<file path="src/rtl/rv32_alu_issue_ctrl.sv">
// rtl/rv32_alu_issue_ctrl.sv - issue controller between decode and the two-cycle ALU execute FSM
//
// Purpose:
//   Accepts decoded ALU ops from decode, maps each op onto the engine's
//   2-bit select, starts the engine and waits for its data-valid. It then
//   captures result/carry, releases the engine hold and hands the final
//   result to writeback. SUB and SLTU use the engine adder with a negated
//   operand two.
//
// Ports:
//   i_clk, i_rst_n                    clock, asynchronous active-low reset
//   i_issue_valid / o_issue_ready     decode handshake (ready only in IDLE)
//   i_issue_op                        000 ADD 001 SUB 010 AND 011 OR 100 XOR 101 SLTU
//   i_rs1_data, i_rs2_data, i_rd_addr operands and destination register
//   o_alu_start                       one-cycle engine start pulse
//   o_alu_operand_one/two, o_alu_sel  registered engine operands and select
//   o_alu_stall_reset                 clears the engine hold (RELEASE or timeout)
//   i_alu_data_valid, i_alu_result,
//   i_alu_carry_out                   engine response
//   o_wb_valid / i_wb_ready           writeback handshake
//   o_wb_rd_addr, o_wb_data, o_wb_carry  writeback payload
//   o_err_illegal, o_err_timeout      one-cycle error pulses

module rv32_alu_issue_ctrl #(
    parameter int TIMEOUT_CYCLES = 8
) (
    input  logic        i_clk,
    input  logic        i_rst_n,
    input  logic        i_issue_valid,
    output logic        o_issue_ready,
    input  logic [2:0]  i_issue_op,
    input  logic [31:0] i_rs1_data,
    input  logic [31:0] i_rs2_data,
    input  logic [4:0]  i_rd_addr,
    output logic        o_alu_start,
    output logic [31:0] o_alu_operand_one,
    output logic [31:0] o_alu_operand_two,
    output logic [1:0]  o_alu_sel,
    output logic        o_alu_stall_reset,
    input  logic        i_alu_data_valid,
    input  logic [31:0] i_alu_result,
    input  logic        i_alu_carry_out,
    output logic        o_wb_valid,
    input  logic        i_wb_ready,
    output logic [4:0]  o_wb_rd_addr,
    output logic [31:0] o_wb_data,
    output logic        o_wb_carry,
    output logic        o_err_illegal,
    output logic        o_err_timeout
);

    typedef enum logic [2:0] {
        S_IDLE    = 3'd0,
        S_ISSUE   = 3'd1,
        S_WAIT    = 3'd2,
        S_RELEASE = 3'd3,
        S_WB      = 3'd4
    } state_t;

    localparam logic [2:0] OP_ADD  = 3'd0;
    localparam logic [2:0] OP_SUB  = 3'd1;
    localparam logic [2:0] OP_AND  = 3'd2;
    localparam logic [2:0] OP_OR   = 3'd3;
    localparam logic [2:0] OP_XOR  = 3'd4;
    localparam logic [2:0] OP_SLTU = 3'd5;

    localparam logic [7:0] TIMEOUT_LIMIT = 8'(TIMEOUT_CYCLES);

    state_t      r_state;
    state_t      w_state_next;
    logic [31:0] r_op1;
    logic [31:0] r_op2;
    logic [4:0]  r_rd;
    logic [2:0]  r_op;
    logic        r_rs2_nz;
    logic [31:0] r_result;
    logic        r_carry;
    logic [31:0] r_wb_data;
    logic        r_wb_carry;
    logic        r_err_illegal;
    logic [7:0]  r_cnt;

    logic        w_accept;
    logic        w_legal;
    logic        w_negate;
    logic        w_timeout;
    logic [7:0]  w_cnt_inc;

    assign w_accept  = (r_state == S_IDLE) && i_issue_valid;
    assign w_legal   = (i_issue_op[2:1] != 2'b11);
    assign w_negate  = (i_issue_op == OP_SUB) || (i_issue_op == OP_SLTU);
    assign w_cnt_inc = r_cnt + 8'd1;
    // The cycle in which the count reaches the limit is itself the abort
    // cycle; a data-valid arriving in that same cycle takes priority.
    assign w_timeout = (r_state == S_WAIT) && !i_alu_data_valid
                       && (w_cnt_inc == TIMEOUT_LIMIT);

    always_ff @(posedge i_clk or negedge i_rst_n) begin
        if (!i_rst_n) begin
            r_state       <= S_IDLE;
            r_op1         <= '0;
            r_op2         <= '0;
            r_rd          <= '0;
            r_op          <= '0;
            r_rs2_nz      <= 1'b0;
            r_result      <= '0;
            r_carry       <= 1'b0;
            r_wb_data     <= '0;
            r_wb_carry    <= 1'b0;
            r_err_illegal <= 1'b0;
            r_cnt         <= '0;
        end else begin
            r_state       <= w_state_next;
            r_err_illegal <= w_accept && !w_legal;

            if (w_accept && w_legal) begin
                r_op1    <= i_rs1_data;
                r_op2    <= w_negate ? (~i_rs2_data + 32'd1) : i_rs2_data;
                r_rd     <= i_rd_addr;
                r_op     <= i_issue_op;
                // Negating zero gives zero, so the adder carry alone cannot
                // tell SLTU that rs2 was zero; remember it explicitly.
                r_rs2_nz <= |i_rs2_data;
            end

            if (r_state == S_ISSUE) begin
                r_cnt <= '0;
            end else if (r_state == S_WAIT) begin
                r_cnt <= w_cnt_inc;
            end

            if ((r_state == S_WAIT) && i_alu_data_valid) begin
                r_result <= i_alu_result;
                r_carry  <= i_alu_carry_out;
            end

            if (r_state == S_RELEASE) begin
                if (r_op == OP_SLTU) begin
                    // rs1 + (-rs2) carries out exactly when rs1 >= rs2 (rs2 != 0)
                    r_wb_data <= {31'd0, r_rs2_nz && !r_carry};
                end else begin
                    r_wb_data <= r_result;
                end
                r_wb_carry <= ((r_op == OP_ADD) || (r_op == OP_SUB)) ? r_carry : 1'b0;
            end
        end
    end

    always_comb begin
        w_state_next      = r_state;
        o_issue_ready     = 1'b0;
        o_alu_start       = 1'b0;
        o_alu_stall_reset = 1'b0;
        o_wb_valid        = 1'b0;
        o_err_timeout     = 1'b0;
        case (r_state)
            S_IDLE: begin
                o_issue_ready = 1'b1;
                if (w_accept && w_legal) begin
                    w_state_next = S_ISSUE;
                end
            end
            S_ISSUE: begin
                o_alu_start  = 1'b1;
                w_state_next = S_WAIT;
            end
            S_WAIT: begin
                if (i_alu_data_valid) begin
                    w_state_next = S_RELEASE;
                end else if (w_timeout) begin
                    o_err_timeout     = 1'b1;
                    o_alu_stall_reset = 1'b1;
                    w_state_next      = S_IDLE;
                end
            end
            S_RELEASE: begin
                o_alu_stall_reset = 1'b1;
                w_state_next      = S_WB;
            end
            S_WB: begin
                o_wb_valid = 1'b1;
                if (i_wb_ready) begin
                    w_state_next = S_IDLE;
                end
            end
            default: begin
                w_state_next = S_IDLE;
            end
        endcase
    end

    always_comb begin
        o_alu_sel = 2'b00;
        case (r_op)
            OP_AND:  o_alu_sel = 2'b01;
            OP_OR:   o_alu_sel = 2'b10;
            OP_XOR:  o_alu_sel = 2'b11;
            default: o_alu_sel = 2'b00;
        endcase
    end

    assign o_alu_operand_one = r_op1;
    assign o_alu_operand_two = r_op2;
    assign o_wb_rd_addr      = r_rd;
    assign o_wb_data         = r_wb_data;
    assign o_wb_carry        = r_wb_carry;
    assign o_err_illegal     = r_err_illegal;

endmodule

</file>
<file path="config.mk">
export PLATFORM = sky130hd
export DESIGN_NAME = rv32_alu_issue_ctrl
export DESIGN_NICKNAME = d
export VERILOG_FILES = /design/src/rtl/rv32_alu_issue_ctrl.sv
export SDC_FILE = /design/constraint.sdc
export NUM_CORES = 1
export LEC_CHECK = 0
export BUFFER_PORTS_ARGS = -buffer_cell sky130_fd_sc_hd__buf_4
export CORE_ASPECT_RATIO = 1.25
export CORE_UTILIZATION = 30
export DETAILED_ROUTE_END_ITERATION = 10
export PLACE_DENSITY = 0.49
export RECOVER_POWER = 50
export SYNTH_ARGS = -nofsm -noshare
export SYNTH_HDL_FRONTEND = slang
export SYNTH_SLANG_ARGS = --single-unit
</file>
<file path="constraint.sdc">
create_clock -name i_clk -period 2.2 [get_ports i_clk]
set_input_delay 0.11 -clock i_clk [delete_from_list [all_inputs] [get_ports i_clk]]
set_output_delay 0.11 -clock i_clk [all_outputs]
set_load 0.01 [all_outputs]
</file>
==> impl_metrics.ini, run 1 <==
[global_routing]
antenna_found_initial = 0
grt_pass1_wl_mm = 30.2
grt-ovfl-total = 0
grt_max_degree = 101
grt_use_total_pct = 16.9
first_global_vias = 5921
use_met2_pct = 27.3
grtUsageMet1_pct = 21.9
grtUsageMet3_pct = 4.93
gr-max-usage-layer = met2

[floorplan]
rows = 60
core_area_mm2 = 0.0215
ios = 220
dieArea_mm2 = 0.0225
initial_core_util_pct = 30.5
fp.dieW_um = 134
fp.dieH_um = 168

[cells_and_area]
diodes = 0
fin_nets = 1044
drive_gt1_share_pct = 28.7
design_area_mm2 = 0.00997
synthToLayoutAreaGrowth_pct = 51.5

[yosys]
yosysWarnings = 0
synth_edf_count = 0
netlist_instances = 622
ys_types = 50
synthFlopType = dfrtp_1
ys_seq_area_share_pct = 57.4
synthArstFlopShare_pct = 100
synth.avg_cell_area_um2 = 10.6
synthesis.area_mm2 = 0.00658
synth_fp_nets = 734
synth-seq-cells = 151

[sta]
max_freq_mhz = 465
finalHoldViolCount = 0
finalSetupViolations = 0
relSlewSlack_pct = 9.49
tightest_slew_ns = 1.36
whs_ns = 0.0188
fin_crit_sh_pct = 97.8
finalCriticalPeriod_ns = 2.15
fin_skew_ns = 0.0123
setup_slack_ns = 0.0495
rsz0062_at_grt = true
finalMaxSlewViolations = 0
fin_tns_setup_ns = 0

[clock_tree]
clock_latency_ns = 0.42
clkSinkCount = 151
cts_tree = built
cts.path.max_buffers = 2
root_buffer = clkbuf_16
numCtsBuffers = 17
path_clk_slew_ns = 0.08
cts_max_level = 4

[worst_setup_path]
startpoint_type = register
cpPeakStageDelay_ns = 0.45
path_class = register to output pin
reg2reg_from = r_state[2]$_DFFE_PN0P_
crit_slowest_cell = dfrtp_2
cp-end-kind = output pin
r2r_end = o_alu_operand_one[14]$_DFFE_PN0P_
crit_required_ns = 2.09
reg2reg_slack_ns = 0.21
r2r_cells = 5
cp_max_fo = 6
path_cells = a21boi_0 > a32oi_1 > or3_1 > nand2b_1 > o21ai_0 > buf_4
startpoint = r_cnt[0]$_DFFE_PN0P_
cp.arrival_ns = 2.04

[routing]
drc = 0
drt_first_iter_violations = 253
firstDrtPassIters = 5
antenna_left = 0
detail_route.wl_per_cell_um = 15.2
wl_mm = 18.6
vias_per_cell = 4.69
vias = 5736

[place]
dpl_worst_slack_ns = 0.198
place_congestion = 0.792
placedInstanceArea_mm2 = 0.00859
place_hpwl_mm = 12.5
port_buffers = 219

[worst_hold_path]
hold_path_end = o_alu_operand_two[20]$_DFFE_PN0P_
holdPathStages = 3
worstHoldStart = i_rs2_data[20]
hp-class = input port to register

[run_status]
status = complete, no violations

[power]
peakVddDrop_v = 0.000555
power_mw = 12.1
leakagePower_nw = 4.59
powerDensity_mw_per_mm2 = 1210

[flow_run]
maxCapViolCount = 0
where the power goes:
part	total (mW)	internal, mW	leakage (nW)	switching [mW]
Clock	2.94	1.54	0.288	1.40
Sequential	4.80	4.04	1.87	0.764
Combinational	4.37	2.11	2.43	2.26
stage by stage:
| stage | utilization [%] | instances |
|---|---|---|
| final | 46.3 | 1224 |
| after floorplan | - | 622 |
| after detailed placement | 39.9 | 1098 |
| after global placement | 39.9 | 1098 |
| after CTS | 47.0 | 1222 |
| after global routing | 46.3 | 1224 |
metal layers:
layer  vias up  part of all wire, %
met5         -                    0
met4         0                  1.2
met3        17                  5.8
met2       175                   48
met1      2771                   45
li1       2773                    -
sequential cells by signal, indices dropped and copies added (netlist names):
name / count
o_alu_operand_one: 32
o_alu_operand_two: 32
o_wb_data: 32
r_result: 32
r_cnt: 8
o_wb_rd_addr: 5
r_op: 3
r_state: 3
o_err_illegal: 1
o_wb_carry: 1
r_carry: 1
r_rs2_nz: 1
worst max path at each step:
stage                                        end  slack (ns)  depth (start not counted)
5_1_grt                            o_err_timeout       -0.08                          7
6_report                       o_alu_stall_reset        0.05                          6
4_1_cts                            o_err_timeout       -0.03                          7
3_5_place_dp   o_alu_operand_two[31]$_DFFE_PN0P_        0.20                          5
2_1_floorplan           r_result[10]$_DFFE_PN0P_        0.47                          5
3_3_place_gp   o_alu_operand_one[21]$_DFFE_PN0P_        0.27                          5
repair_timing:
action                                  CTS  global route
endpoints found under the setup margin    2             3
pin swaps                                 0             5
hold buffers                             92             0
endpoints found under the hold margin   142             0
setup buffers                             0             2
resized for setup                         2            10
cells in the final DEF, fill, tap and decap left out, drive strengths merged, types with 3 or more instances in the layout:
cell / netlist / final
buf: 11 / 177
or3: 4 / 4
a31oi: 3 / 3
or4: 3 / 3
nand2b: 4 / 4
nand3: 4 / 4
nor4: 9 / 9
clkinv: 0 / 6
nor2: 29 / 29
o41ai: 7 / 7
o21ai: 50 / 50
xor2: 23 / 23
dfrtp: 151 / 151
inv: 3 / 10
and3: 5 / 5
nor3: 8 / 8
xnor2: 7 / 7
a22o: 32 / 32
mux2: 33 / 33
clkbuf: 22 / 72
o31ai: 12 / 12
nand2: 168 / 168
a21oi: 6 / 6
dlygate4sd3: 0 / 92
nand4: 6 / 6
cells in the mapped netlist, drive strengths merged (2+ instances only):
cell type | number | area, um2
nand3 | 4 | 20.0
mux2 | 33 | 372
nor3 | 8 | 40.0
nand4 | 6 | 58.8
a22o | 32 | 280
o31ai | 12 | 90.1
o21ai | 50 | 250
nor3b | 2 | 20.0
nand2 | 168 | 633
and3 | 5 | 31.3
nor2 | 29 | 109
o22a | 2 | 17.5
nor2b | 2 | 12.5
or2 | 2 | 12.5
nand2b | 4 | 25.0
xor2 | 23 | 201
ha | 2 | 25.0
or4 | 3 | 22.5
clkbuf | 22 | 82.6
or3 | 4 | 25.0
xnor2 | 7 | 61.3
inv | 3 | 11.3
a31oi | 3 | 18.8
dfrtp | 151 | 3780
nor4 | 9 | 92.6
o41ai | 7 | 91.3
buf | 11 | 52.6
a21oi | 6 | 41.3
logic make-up (layout without fill, tap and decap cells):
logic type | count (synthesis) | count (layout) | synth area share, %
muxes | 34 | 34 | 5.80
adders and majority gates | 2 | 2 | 0.380
DFF | 151 | 151 | 57.4
AOI/OAI and AO/OA | 119 | 119 | 12.9
xor gates and xnor gates | 30 | 30 | 3.99
buffers and inverters | 36 | 359 | 2.22
and+or+nand+nor | 250 | 250 | 17.2
critical path, delay by kind of cell, from the launching register on:
family	cells	cell delay (ns)
simple gates	2	0.57
buf+inv	1	0.15
flops	1	0.45
compound gates	3	0.46
final cells by class:
type / instances / area, um2
clock inverters: 15 / 179
flip-flops and latches: 151 / 3780
multi-input cells: 435 / 2720
well taps: 279 / 349
clock buffers: 17 / 425
inverters: 3 / 11.3
fillers: 2078 / 11600
repair buffers: 324 / 2500
(Power assumes the default switching activity.)
==> inputs of run 2 (changes only) <==
--- a/config.mk
+++ b/config.mk
@@ -6,10 +6,12 @@
 export NUM_CORES = 1
 export LEC_CHECK = 0
 export BUFFER_PORTS_ARGS = -buffer_cell sky130_fd_sc_hd__buf_4
+export CELL_PAD_IN_SITES_DETAIL_PLACEMENT = 1
+export CELL_PAD_IN_SITES_GLOBAL_PLACEMENT = 1
 export CORE_ASPECT_RATIO = 1.25
 export CORE_UTILIZATION = 30
 export DETAILED_ROUTE_END_ITERATION = 10
-export PLACE_DENSITY = 0.49
+export PLACE_DENSITY = 0.62
 export RECOVER_POWER = 50
 export SYNTH_ARGS = -nofsm -noshare
 export SYNTH_HDL_FRONTEND = slang
==> run 2 against run 1 <==
  * The run now ends with capacitance limit, slew limit left
  * Power shrank 1.5%
  * Combinational power fell by 5.0%
  * Clock power is essentially flat
  * Via count is 2.6% higher
  * Critical endpoint unchanged
==> impl_metrics.ini, run 2 (synthesized netlist as in run 1, its figures left out) <==
[run_status]
status = complete, but fails checks
failed_checks = capacitance limit, slew limit

[floorplan]
fp.dieH_um = 168
rows = 60
fp.dieW_um = 134
core_area_mm2 = 0.0215
initial_core_util_pct = 30.5
ios = 220
dieArea_mm2 = 0.0225

[routing]
vias = 5887
antenna_left = 0
firstDrtPassIters = 4
detail_route.wl_per_cell_um = 17.1
drt_first_iter_violations = 124
vias_per_cell = 4.83
wl_mm = 20.8
drc = 0

[power]
leakagePower_nw = 4.39
peakVddDrop_v = 0.000582
powerDensity_mw_per_mm2 = 1220

[cells_and_area]
final_cell_mix = nand2_1 (167), dfrtp_1 (148), buf_4 (127)
finish.utilization_pct = 45.2
fin_nets = 1040
design_area_mm2 = 0.00974
diodes = 0
synthToLayoutAreaGrowth_pct = 48.0
final_cell_count_no_fill = 1220
layout_commonest_cell = nand2_1
drive_gt1_share_pct = 23.9
fillers = 2426

[flow_run]
maxCapViolCount = 1

[global_routing]
first_global_vias = 6523
grt_pass1_wl_mm = 34.2
grt-ovfl-total = 0
grt_use_total_pct = 19.3
antenna_found_initial = 0
grt_max_degree = 65

[worst_setup_path]
r2r_cells = 5
startpoint = r_cnt[0]$_DFFE_PN0P_
r2r_end = o_alu_operand_one[31]$_DFFE_PN0P_
cp.arrival_ns = 2.02
cp-end-kind = output pin
crit_required_ns = 2.09
critPathCapture = o_alu_stall_reset
startpoint_type = register
cp_max_fo = 4
reg2reg_slack_ns = 0.19
path_class = register to output pin
reg2reg_from = r_state[2]$_DFFE_PN0P_

[clock_tree]
root_buffer = clkbuf_16
clkSinkCount = 151
cts.path.max_buffers = 2
cts_tree = built
numCtsBuffers = 17
clock_latency_ns = 0.43
path_clk_slew_ns = 0.08
cts_max_level = 4

[place]
place_congestion = 0.804
port_buffers = 219
dpl.cell_count = 1100
placedInstanceArea_mm2 = 0.00858
place_hpwl_mm = 14.5

[sta]
finalHoldViolCount = 0
rsz0062_at_grt = true
relSlewSlack_pct = -2.35
max_freq_mhz = 469
fin_crit_sh_pct = 96.9
finalCriticalPeriod_ns = 2.13
finalMaxSlewViolations = 56
fin_skew_ns = 0.0139
finalSetupViolations = 0
tightest_slew_ns = 1.54

[worst_hold_path]
hp-class = input port to register
run 2: changes by cell type in the layout (fill, tap and decap cells not counted), sizes merged:
cell         previous run  this run
clkinvlp                2         0
inv                    10         9
clkinv                  6         9
buf                   177       129
clkbuf                 72       123
dlygate4sd3            92        85
run 2: layout make-up:
cell class | count | area [um2] | area share, %
well taps | 279 | 349 | 3.59
clock buffers | 17 | 425 | 4.37
multi-input cells | 435 | 2720 | 28.0
repair buffers | 320 | 2250 | 23.1
inverters | 3 | 11.3 | 0.116
clock inverters | 15 | 196 | 2.02
flip-flops and latches | 151 | 3780 | 38.8
run 2: critical path, stage by stage (launching register included):
cell	delay, ns
dfrtp_1	0.43
a21boi_0	0.22
a32oi_1	0.11
or3_4	0.41
nand2b_1	0.15
o21ai_1	0.14
buf_4	0.14
run 2: routing by layer:
| layer | track usage (%) | part of all wire, % |
|---|---|---|
| met1 | 22.2 | 40 |
| met2 | 33.9 | 52 |
| met3 | 4.90 | 5.7 |
| met4 | 7.62 | 2.6 |
| met5 | 0 | 0 |
run 2: power breakdown:
| part | switching, mW | internal [mW] |
|---|---|---|
| clock network | 1.40 | 1.56 |
| logic | 2.37 | 1.78 |
| registers | 0.777 | 4.04 |
| total | 4.55 | 7.38 |
run 2: through the flow:
step	TNS [ns]	power [mW]	worst slack, ns	hold slack (ns)
after floorplan	0	7.07	0.473	-0.186
after global placement	0	9.35	0.296	0.124
after detailed placement	0	9.60	0.192	0.128
after CTS	-0.0273	12.8	-0.0273	0.00158
after global routing	-0.189	12.8	-0.0652	0.00863
final	0	11.9	0.0678	0.00880
run 2: how the worst min path moves through the flow:
stage | from | end | slack, ns | cells past startpoint
after floorplan | i_rst_n | o_alu_operand_one[0]$_DFFE_PN0P_ | -0.19 | 0
after global placement | i_rst_n | r_cnt[5]$_DFFE_PN0P_ | 0.12 | 1
after detailed placement | i_rst_n | r_cnt[3]$_DFFE_PN0P_ | 0.13 | 1
after CTS | i_rs2_data[9] | o_alu_operand_two[9]$_DFFE_PN0P_ | 0.002 | 3
after global routing | i_rs2_data[11] | o_alu_operand_two[11]$_DFFE_PN0P_ | 0.009 | 3
final | i_rs2_data[10] | o_alu_operand_two[10]$_DFFE_PN0P_ | 0.009 | 3
run 2: what timing repair did:
action	CTS	global route
hold buffers	85	0
hold endpoints to repair	138	0
pin swaps	3	5
endpoints found under the setup margin	2	2
setup buffers	2	1
resized for setup	3	10
==> inputs of run 3 (changes only) <==
--- a/config.mk
+++ b/config.mk
@@ -9,9 +9,10 @@
 export CELL_PAD_IN_SITES_DETAIL_PLACEMENT = 1
 export CELL_PAD_IN_SITES_GLOBAL_PLACEMENT = 1
 export CORE_ASPECT_RATIO = 1.25
-export CORE_UTILIZATION = 30
+export CORE_UTILIZATION = 38
+export CTS_CLUSTER_DIAMETER = 100
 export DETAILED_ROUTE_END_ITERATION = 10
-export PLACE_DENSITY = 0.62
+export PLACE_DENSITY = 0.77
 export RECOVER_POWER = 50
 export SYNTH_ARGS = -nofsm -noshare
 export SYNTH_HDL_FRONTEND = slang
==> run 3 against run 2 <==
  * The run ends with setup timing left
  * Highest routed layer unchanged
  * Clock-buffer cell count stayed put
  * Clock skew is 0.0020 ns higher
  * Critical endpoint is now o_err_timeout
  * Register-to-register slack hardly changed
  * First-iteration DRC count is 130% higher
  * Routed wire length is 12% higher
==> impl_metrics.ini, run 3 (synthesized netlist as in run 1, its figures left out) <==
[worst_setup_path]
cp-end-kind = output pin
reg2reg_slack_ns = 0.20
crit_slowest_cell = dfrtp_1
r2r_end = r_cnt[5]$_DFFE_PN0P_
r2r_cells = 4
reg2reg_from = r_state[0]$_DFFE_PN0P_
startpoint_type = register
path_cells = ha_4 > and3_4 > a311oi_2 > o211a_1 > nor2_1 > nor3_1 > buf_4
cpPeakStageDelay_ns = 0.43
path_class = register to output pin
cp.arrival_ns = 2.09
crit_required_ns = 2.09
cp_max_fo = 5

[routing]
met1Wirelength_mm = 8.99
top_layer = met4
drc = 0
drt_first_iter_violations = 281
firstDrtPassIters = 6
wl_met3_mm = 1.18
wl_mm = 23.4
detail_route.wl_per_cell_um = 20.0
wl_met2_mm = 12.7
antenna_left = 0
vias = 6088
vias_per_cell = 5.20

[sta]
tightest_slew_ns = 1.03
max_freq_mhz = 454
fin_skew_ns = 0.0159
rsz0062_at_grt = true
finalHoldViolCount = 0
whs_ns = 0.0204
finalMaxSlewViolations = 0
relSlewSlack_pct = 31.5
finalCriticalPeriod_ns = 2.20
setup_slack_ns = -0.00277
finalSetupViolations = 1
fin_crit_sh_pct = 100

[cells_and_area]
drive_gt1_share_pct = 29.5
synthToLayoutAreaGrowth_pct = 50.6
layout_commonest_cell = buf_4
final_cell_mix = buf_4 (179), nand2_1 (167), dfrtp_1 (150)
fillers = 1839
final_cell_count_no_fill = 1171
fin_nets = 1049

[global_routing]
grt_use_total_pct = 26.7
grt-ovfl-total = 0
grt_max_degree = 54
grt_pass1_wl_mm = 36.5
antenna_found_initial = 1
first_global_vias = 6706

[place]
place_congestion = 0.805
place_hpwl_mm = 13.9
dpl.cell_count = 1042
port_buffers = 219

[worst_hold_path]
holdPathStages = 3
hp-class = input port to register
worstHoldStart = i_rs2_data[10]
hold_path_end = o_alu_operand_two[10]$_DFFE_PN0P_

[floorplan]
fp.dieH_um = 149
fp.dieW_um = 120
rows = 53
initial_core_util_pct = 38.9
ios = 220
dieArea_mm2 = 0.0178
core_area_mm2 = 0.0169

[power]
powerDensity_mw_per_mm2 = 1270
leakagePower_nw = 4.61
power_mw = 12.5
peakVddDrop_v = 0.000616

[clock_tree]
numCtsBuffers = 17
root_buffer = clkbuf_16
clkSinkCount = 151
cts.path.max_buffers = 2
clock_latency_ns = 0.44
cts_max_level = 4
path_clk_slew_ns = 0.07
cts_tree = built

[flow_run]
maxCapViolCount = 0

[run_status]
status = complete, but fails checks
failed_checks = setup timing
-- run 3: cell types whose count changed in the layout (fill, tap and decap cells not counted), moves of 2 or more --
cell	before	now
and3_4	1	3
inv_8	5	7
clkbuf_2	2	4
clkinv_4	3	1
dfrtp_1	148	150
clkbuf_1	103	54
clkinvlp_4	0	2
dfrtp_2	3	1
dlygate4sd3_1	85	88
clkinv_8	6	4
buf_4	127	179
and3_1	4	2
-- run 3: worst max path at each step --
stage,end,cells past startpoint,startpoint
floorplan,r_result[10]$_DFFE_PN0P_,5,r_state[2]$_DFFE_PN0P_
global placement,o_alu_operand_two[30]$_DFFE_PN0P_,6,r_state[2]$_DFFE_PN0P_
detailed placement,o_alu_operand_two[30]$_DFFE_PN0P_,5,r_state[2]$_DFFE_PN0P_
CTS,o_err_timeout,7,r_cnt[1]$_DFFE_PN0P_
global route,o_err_timeout,7,r_cnt[1]$_DFFE_PN0P_
finish,o_err_timeout,7,r_cnt[1]$_DFFE_PN0P_
-- run 3: what timing repair did --
item | 4_1_cts | 5_1_grt
setup buffers | 5 | 3
setup endpoints to repair | 2 | 2
hold buffers | 88 | 0
cloned | 0 | 0
resized for setup | 8 | 8
endpoints found under the hold margin | 169 | 0
pin swaps | 4 | 4
-- run 3: layer usage --
layer / vias up / track usage, %
met1: 3065 / 29.4
met4: 0 / 10.6
li1: 2796 / -
met3: 37 / 7.07
met5: - / 0
met2: 190 / 48.4
-- run 3: area by class of cell --
cell class	instances	area [um2]	area share (%)
Antenna cell	1	2.50	0.0252
Clock buffer	17	425	4.29
Clock inverter	15	176	1.78
Inverter	3	11.3	0.114
Multi-Input combinational cell	435	2740	27.6
Sequential cell	151	3780	38.1
Tap cell	220	275	2.78
Timing Repair Buffer	329	2510	25.3
-- run 3: worst max-delay path, delay by kind of cell (launching register included) --
kind | cells | cell delay, ns
compound gates | 2 | 0.47
flops | 1 | 0.43
simple gates | 3 | 0.42
fa+ha+maj | 1 | 0.20
buf+inv | 1 | 0.15
-- run 3: per-stage QoR --
step | utilization, % | setup WS [ns] | cell area, um2 | TNS [ns]
2_1_floorplan | - | 0.473 | 6580 | 0
3_3_place_gp | 50.4 | 0.273 | 8530 | 0
3_5_place_dp | 50.4 | 0.210 | 8530 | 0
4_1_cts | 59.7 | -0.00443 | 10100 | -0.00443
5_1_grt | 58.6 | -0.0945 | 9910 | -0.151
6_report | 58.6 | -0.00277 | 9910 | -0.00277
-- run 3: where the power goes --
part           switching (mW)  internal, mW
Sequential              0.905          4.04
Clock                    1.42          1.54
Combinational            2.51          2.14
Total                    4.83          7.72
